## config.mk

```make
export PLATFORM = sky130hd
export DESIGN_NAME = mem_port_arbiter
export DESIGN_NICKNAME = d
export VERILOG_FILES = /design/src/rtl/mem_port_arbiter.sv
export SDC_FILE = /design/constraint.sdc
export NUM_CORES = 1
export LEC_CHECK = 0
export CORE_AREA = 2 2 122 124
export CTS_CLUSTER_DIAMETER = 120
export DETAILED_ROUTE_END_ITERATION = 7
export DIE_AREA = 0 0 124 126
export GPL_TIMING_DRIVEN = 1
export PLACE_DENSITY_LB_ADDON = 0.3
export SYNTH_ARGS = -nofsm -noshare
export SYNTH_HDL_FRONTEND = slang
export SYNTH_SLANG_ARGS = --single-unit
```

## constraint.sdc

```tcl
create_clock -name clk -period 8.6 [get_ports clk]
set_input_delay 1.72 -clock clk [delete_from_list [all_inputs] [get_ports clk]]
set_output_delay 1.72 -clock clk [all_outputs]
set_load 0.05 [all_outputs]
```

## src/rtl/mem_port_arbiter.sv

```systemverilog
`default_nettype none
// ============================================================================
// Module      : mem_port_arbiter
// Description : Shares one single-ported, variable-latency backing memory
//               between the CPU fetch port and data port. One transaction is
//               in flight at a time. Data accesses win arbitration, but after
//               STARVE_MAX consecutive data grants with fetch pending the
//               next grant is forced to fetch. Completion is reported with
//               one-cycle instReady / dataReady pulses.
//
// Optional    : `define INST_BUF_EN adds a one-entry fetch buffer
//               {valid, tag, word}. A repeat fetch of the buffered pc
//               completes in one cycle without a memory access. A store
//               to the same word invalidates the buffer.
//
// Ports       : clk, reset          - clock, async active-high reset
//               pc / inst / instReady
//                                   - fetch port (fetch always pending)
//               dataAddress, writeMemData, memRead, memWrite, memMode,
//               readMemData, dataReady
//                                   - data port (level requests)
//               mReq, mWe, mAddr, mWData, mMode, mAck, mRData
//                                   - backing-memory handshake
//               busErr              - sticky timeout flag
//
// Parameters  : AW, DW, MMD_W       - address / data / mode widths
//               STARVE_MAX          - data grants before fetch is forced
//               TIMEOUT             - BUSY cycles before abort (0 = off)
//               WORD_MODE           - memMode encoding used for fetches
//
// Revision    : 1.0 - initial release
// ============================================================================
module mem_port_arbiter #(
    parameter int                AW         = 32,
    parameter int                DW         = 32,
    parameter int                MMD_W      = 3,
    parameter int                STARVE_MAX = 4,
    parameter int                TIMEOUT    = 255,
    parameter logic [MMD_W-1:0]  WORD_MODE  = MMD_W'(2)
) (
    input  logic             clk,
    input  logic             reset,
    // fetch port
    input  logic [AW-1:0]    pc,
    output logic [DW-1:0]    inst,
    output logic             instReady,
    // data port
    input  logic [AW-1:0]    dataAddress,
    input  logic [DW-1:0]    writeMemData,
    input  logic             memRead,
    input  logic             memWrite,
    input  logic [MMD_W-1:0] memMode,
    output logic [DW-1:0]    readMemData,
    output logic             dataReady,
    // backing memory
    output logic             mReq,
    output logic             mWe,
    output logic [AW-1:0]    mAddr,
    output logic [DW-1:0]    mWData,
    output logic [MMD_W-1:0] mMode,
    input  logic             mAck,
    input  logic [DW-1:0]    mRData,
    // status
    output logic             busErr
);

    // ------------------------------------------------------------------------
    // Constants
    // ------------------------------------------------------------------------
    localparam int               c_SW         = (STARVE_MAX < 1) ? 1 : $clog2(STARVE_MAX + 1);
    localparam logic [c_SW-1:0]  c_STARVE_MAX = c_SW'(STARVE_MAX);
    localparam bit               c_TMO_EN     = (TIMEOUT != 0);
    // waitCnt starts at 0 on the first BUSY cycle, so the abort fires on the
    // TIMEOUT-th BUSY cycle when the count reads TIMEOUT-1.
    localparam logic [7:0]       c_TMO_LAST   = (TIMEOUT == 0) ? 8'd0 : 8'(TIMEOUT - 1);

    typedef enum logic [1:0] {
        S_IDLE   = 2'd0,
        S_BUSY_I = 2'd1,
        S_BUSY_D = 2'd2,
        S_DONE   = 2'd3
    } state_t;

    // ------------------------------------------------------------------------
    // Registers
    // ------------------------------------------------------------------------
    state_t            r_state;
    logic              r_mReq;
    logic              r_mWe;
    logic [AW-1:0]     r_mAddr;
    logic [DW-1:0]     r_mWData;
    logic [MMD_W-1:0]  r_mMode;
    logic [DW-1:0]     r_inst;
    logic              r_instReady;
    logic [DW-1:0]     r_readMemData;
    logic              r_dataReady;
    logic              r_busErr;
    logic [c_SW-1:0]   r_starve;
    logic [7:0]        r_wait;

    // ------------------------------------------------------------------------
    // Combinational helpers
    // ------------------------------------------------------------------------
    logic              w_data_req;
    logic              w_starved;
    logic              w_timeout;
    logic              w_pc_match;
    logic              w_buf_hit;
    logic [DW-1:0]     w_buf_word;

    assign w_data_req = memRead | memWrite;
    assign w_starved  = (r_starve == c_STARVE_MAX);
    assign w_timeout  = c_TMO_EN && (r_wait == c_TMO_LAST);
    // A fetch is stale when the CPU has moved pc (branch/flush) while the
    // access was in flight; its data must not be reported.
    assign w_pc_match = (pc == r_mAddr);

`ifdef INST_BUF_EN
    // ------------------------------------------------------------------------
    // One-entry fetch buffer
    // ------------------------------------------------------------------------
    logic              r_buf_valid;
    logic [AW-1:0]     r_buf_tag;
    logic [DW-1:0]     r_buf_word;

    always_ff @(posedge clk or posedge reset) begin
        if (reset) begin
            r_buf_valid <= 1'b0;
            r_buf_tag   <= '0;
            r_buf_word  <= '0;
        end else if ((r_state == S_BUSY_I) && mAck && w_pc_match) begin
            r_buf_valid <= 1'b1;
            r_buf_tag   <= r_mAddr;
            r_buf_word  <= mRData;
        end else if ((r_state == S_BUSY_D) && mAck && r_mWe &&
                     (r_mAddr[AW-1:2] == r_buf_tag[AW-1:2])) begin
            // Any store touching the buffered word (any byte lane) makes the
            // cached instruction untrustworthy.
            r_buf_valid <= 1'b0;
        end
    end

    assign w_buf_hit  = !w_data_req && r_buf_valid && (pc == r_buf_tag);
    assign w_buf_word = r_buf_word;
`else
    assign w_buf_hit  = 1'b0;
    assign w_buf_word = '0;
`endif

    // ------------------------------------------------------------------------
    // Arbitration / transaction FSM
    // ------------------------------------------------------------------------
    always_ff @(posedge clk or posedge reset) begin
        if (reset) begin
            r_state       <= S_IDLE;
            r_mReq        <= 1'b0;
            r_mWe         <= 1'b0;
            r_mAddr       <= '0;
            r_mWData      <= '0;
            r_mMode       <= '0;
            r_inst        <= '0;
            r_instReady   <= 1'b0;
            r_readMemData <= '0;
            r_dataReady   <= 1'b0;
            r_busErr      <= 1'b0;
            r_starve      <= '0;
            r_wait        <= '0;
        end else begin
            case (r_state)
                S_IDLE: begin
                    r_wait <= '0;
                    if (w_data_req && !w_starved) begin
                        // Data grant; a simultaneous read+write is a write.
                        r_state  <= S_BUSY_D;
                        r_mReq   <= 1'b1;
                        r_mWe    <= memWrite;
                        r_mAddr  <= dataAddress;
                        r_mWData <= writeMemData;
                        r_mMode  <= memMode;
                        // Cannot overflow: this branch is blocked once saturated.
                        r_starve <= r_starve + c_SW'(1);
                    end else if (w_buf_hit) begin
                        // Buffered fetch: no memory access, starve count kept.
                        r_state     <= S_DONE;
                        r_inst      <= w_buf_word;
                        r_instReady <= 1'b1;
                    end else begin
                        // Fetch grant (fetch is always pending).
                        r_state  <= S_BUSY_I;
                        r_mReq   <= 1'b1;
                        r_mWe    <= 1'b0;
                        r_mAddr  <= pc;
                        r_mMode  <= WORD_MODE;
                        r_starve <= '0;
                    end
                end

                S_BUSY_I, S_BUSY_D: begin
                    if (mAck) begin
                        r_mReq  <= 1'b0;
                        r_state <= S_DONE;
                        if (r_state == S_BUSY_I) begin
                            if (w_pc_match) begin
                                r_inst      <= mRData;
                                r_instReady <= 1'b1;
                            end
                        end else begin
                            // Completes even if the requester has dropped
                            // memRead/memWrite meanwhile.
                            r_readMemData <= mRData;
                            r_dataReady   <= 1'b1;
                        end
                    end else if (w_timeout) begin
                        // Abandon the access; the requester simply retries.
                        r_mReq   <= 1'b0;
                        r_busErr <= 1'b1;
                        r_state  <= S_DONE;
                    end else begin
                        r_wait <= r_wait + 8'd1;
                    end
                end

                S_DONE: begin
                    r_instReady <= 1'b0;
                    r_dataReady <= 1'b0;
                    r_state     <= S_IDLE;
                end

                default: begin
                    r_state <= S_IDLE;
                end
            endcase
        end
    end

    // ------------------------------------------------------------------------
    // Outputs (all registered)
    // ------------------------------------------------------------------------
    assign mReq        = r_mReq;
    assign mWe         = r_mWe;
    assign mAddr       = r_mAddr;
    assign mWData      = r_mWData;
    assign mMode       = r_mMode;
    assign inst        = r_inst;
    assign instReady   = r_instReady;
    assign readMemData = r_readMemData;
    assign dataReady   = r_dataReady;
    assign busErr      = r_busErr;

endmodule
`default_nettype wire

```

======== Word-level counts from Yosys, hierarchy flattened ========
Index checks and enable logic that the tools add are counted.
word-level totals
  flip-flop bits (word level) ............. 149
  bits in latches ......................... 0
  RAM bits ................................ 0
  bits in read-only memories .............. 0
  bits of input ports ..................... 136
  output and inout port bits .............. 136
  logic and storage cells ................. 67
  memories ................................ 0
operators by class
  $add $sub $neg .......................... 2
  multipliers ............................. 0
  divide/modulo/power cells ............... 0
  $lt $le $gt $ge ......................... 0
  equality and inequality tests ........... 13
  shift-type cells ........................ 0
  multiplexer cells ....................... 21
  bitwise gates (word level) .............. 4
  reductions and logical operators ........ 14
operators by type and width
  operator                                       number
  == test 32 bit                                 1
  two-way mux 32 bit                             1
  two-way mux 8 bit                              2
  case mux 8 bit (2 select lines)                1
  != test 2 bit, second input constant           6
  AND reduction 3 bit                            4
  adder 8 x 1 -> 8 bit, second input constant    1
  == test 8 bit, second input constant           1
  two-way mux 1 bit                              8
  AND reduction 4 bit                            2
  two-way mux 2 bit                              3
  two-way mux 3 bit                              2
  case mux 1 bit (2 select lines)                3
  case mux 2 bit (3 select lines)                1
  == test 2 bit, second input constant           2
  AND reduction 2 bit                            2
  nonzero test 2 bit                             2
  adder 3 x 1 -> 3 bit, second input constant    1
  == test 3 bit, second input constant           1
  != test 3 bit, second input constant           1
  NOT 1 bit                                      3
  == test 2 x 1 -> 1 bit, second input constant  1
  zero test 2 bit                                1
  OR reduction 2 bit                             1
  3 further kinds                                3

======== Logic depth before layout (Yosys ltp) ========
  depth in word-level cells ............... 5
  depth in mapped cells ................... 8

======== Least setup slack after synthesis ========
OpenSTA, ideal clock, no wires.
  path kind ............................... input port to flip-flop
  start point ............................. input pc[25]
  end point ............................... register r_inst[0], in the netlist inst[0]
  arrival ................................. 3017 ps
  required time ........................... 8475 ps
  slack ................................... 5458 ps
  cell stages on the path ................. 6
  buffers on the path ..................... 1
  path through ............................ xnor2_1 > nand4_1 > nor4_2 > nand4_2 > buf_6 > mux2_4
between the ends
  word-level cells in the longest chain between the ends .. 2
ends and longest elaborated chain
  element                        RTL line  text
  from (decl)                    44        input logic [AW-1:0] pc,
  == test 32 bit                 116       assign w_pc_match = (pc == r_mAddr);
  AND reduction 4 bit (no line)  -
  to (signal assigned)           185       r_inst <= w_buf_word;
  to (signal assigned)           204       r_inst <= mRData;
  to (decl)                      93        logic [DW-1:0] r_inst;
No other way between the ends.
A chain may end at the register's enable or synchronous reset.

======== Worst setup path in the final report ========
  start point ............................. input pc[21]
  end point ............................... register r_inst[20], in the netlist inst[20]
The elaborated chain is that of the path after synthesis.

==> run metrics <==
Worst Hold Endpoint=busErr; Slowest cell on crit path=clkdlybuf4s50_1; Root Buffer=clkbuf_16; Critical R2R Capture=mWData[20]; first-pass GRT wire length=29160 um; met1 usage=0.3016; syn avg cell area=12.06 um2; WL/cell=18.20 um; sequential cell area=3729 um2; Core Region=14310 um2; synthesized instance count=547; Primary FF master, synth=dfrtp_1; outcome=completed; final worst slack=5016 ps; Synth Net Count=691; kind of critical path=input pin to flop; FILL cells=1052; Crit Path Max Fanout=32; Reg-to-Reg Start=r_state[0]; fin area=10110 um2; placed standard-cell area=9470 um2; Routed Antenna Nets=0; cts repair resizes=0; GR Util met2=0.3953; #FFs+latches synth=149; Die Wd=124 um; Worst-Skew Late Latency=420 ps; slowest stage delay, CP=510 ps; post-DR vias/cell=5.183; setup bufs post-CTS=0; R2R depth=6; post-layout util=0.7062; crit share post-route=0.4168; Overflow after GRT=0; vias in the first global route=5508; CTS Hold Bufs=0; RSZ-0062 raised after global routing=no; Inserted Diodes=0; Initial Utilization=0.4610; GRT Total Usage=0.2425; Unique masters post-synth=39; skew final=8.197 ps; Seq/Total Area, Yosys=0.5650; Net count, final=958; H-tree lvl count=4; gpl congestion=0.8428; Die H=126 um; routed via count=5240; Max-slew headroom=0.3891; Clock Sinks=149; initial antenna violation count=0; HP Class=flop to flop; Critical Path RT=8890 ps; dpl cells=979; number of flops mapped to enable cells by yosys=0; WL final=18400 um; Initial DRC Count=207; Residual DRC=0; CP arrival=3880 ps; pre-CTS WS=4603 ps; Post-Route Setup TNS=0 ps; hold path cells=1; IO buf count=271; crit start category=input pin; Syn Std Cell Area=6599 um2; DPL Wire Length=13130 um; Worst setup EP type=flop; Synthesis Warnings=0; Clock Pin Slew Worst Setup and Hold Paths=60 ps; crit path cell chain=clkdlybuf4s50_1, xnor2_1, nand3_1, nor3_1, nand4_2, buf_4, mux2_4; share of layout cells above drive strength 1=0.1693; Hold Path Origin=busErr; global route hottest layer=met2; multi-input logic area=2704 um2; achievable frequency=279.0 MHz; met3 Track Usage GR=0.08152; P per Cell Area=416.8 nW/um2; fin cells=1011; Setup-failing EPs final=0; CTS max path bufs=2; pin count of the biggest net entering global routing=78; Final Hold Viols=0; area leader, netlist=dfrtp_1; num rows=44; Pleak=4.376 nW; commonest non-fill, non-tap cell in the layout=clkdlybuf4s50_1; CTS tree=yes; Pins Over Slew Limit=0; Worst-Margin Slew=916.3 ps; most frequent cells in the layout=271 x clkdlybuf4s50_1, 149 x dfrtp_1, 76 x nand2_1; top post-synthesis cells by area=dfrtp_1 57%, mux2_2 11%, mux2_4 6.8%, xnor2_1 4.4%, nand2_1 4.3%; R2R setup slack=6190 ps; post-synth top area share=0.5650; Max Cap Violations=0; area growth from synthesis to layout=53.18%; Num CTS Buffers=17; I/O pin count=272; ys async rst share=1.000; DIE AREA=15620 um2; 1st-pass router iterations=4; Tmin final=3584 ps; Worst VDD drop=271.7 uV
[worst max path at each step]
stage | from | to | slack, ps | cells after the start
floorplan | reset | busErr | 2870 | 1
global placement | pc[3] | inst[22] | 4620 | 7
detailed placement | pc[21] | inst[1] | 4600 | 7
CTS | pc[21] | inst[13] | 5030 | 7
global route | pc[21] | inst[20] | 4920 | 7
finish | pc[21] | inst[20] | 5020 | 7
[sequential cells by signal, indices dropped and copies added (netlist names)]
signal,cells
busErr,1
dataReady,1
inst,32
instReady,1
mAddr,32
mMode,3
mReq,1
mWData,32
mWe,1
r_starve,3
r_state,2
r_wait,8
readMemData,32
[per-layer routing]
layer | share of wire | vias up
met2 | 0.49 | 216
li1 | - | 2425
met5 | 0 | -
met3 | 0.089 | 31
met4 | 0.022 | 0
met1 | 0.40 | 2568
[report_power, final]
| part | internal, mW | leakage, nW | switching (mW) | total (mW) |
|---|---|---|---|---|
| sequential | 0.970 | 1.82 | 0.188 | 1.16 |
| clock | 0.515 | 0.303 | 0.291 | 0.806 |
| combinational | 0.835 | 2.25 | 1.41 | 2.25 |
[layout make-up]
cell class,instances,share of cell area
flip-flops and latches,149,0.3689
repair buffers,278,0.2735
multi-input cells,358,0.2675
clock buffers,19,0.04283
well taps,184,0.02278
clock inverters,13,0.02030
inverters,10,0.004208
[cells by family (layout without fill, tap and decap cells)]
logic type | count (synthesis) | count (layout) | synth area share
mux | 98 | 98 | 0.1839
compound gates | 67 | 67 | 0.06485
buf+inv | 40 | 320 | 0.02617
flops | 149 | 149 | 0.5650
simple gates | 152 | 152 | 0.1011
xor+xnor | 33 | 33 | 0.04380
fa+ha+maj | 8 | 8 | 0.01517
[metrics by stage]
stage               total power, mW  hold WS (ps)
detailed placement            3.416         466.1
global route                  4.424         489.5
CTS                           4.237         482.6
floorplan                     2.652         457.1
global placement              3.356         463.8
finish                        4.214         478.9
[synthesized netlist by cell type, drive strengths merged, types with 3 or more instances]
library cell  number
dfrtp            149
mux2              96
nand2             76
nor2              41
xnor2             33
a31oi             32
clkbuf            23
o21ai             11
inv               10
nand3             10
a21oi              8
ha                 8
nand4              8
buf                7
nor3               5
o31ai              3
[worst max-delay path, delay by kind of cell]
family	cells	cell delay [ps]
XOR/XNOR	1	150
AND/OR/NAND/NOR	3	760
buffers and inverters	2	850
multiplexers	1	380
Power figures use the tool's default switching activity.
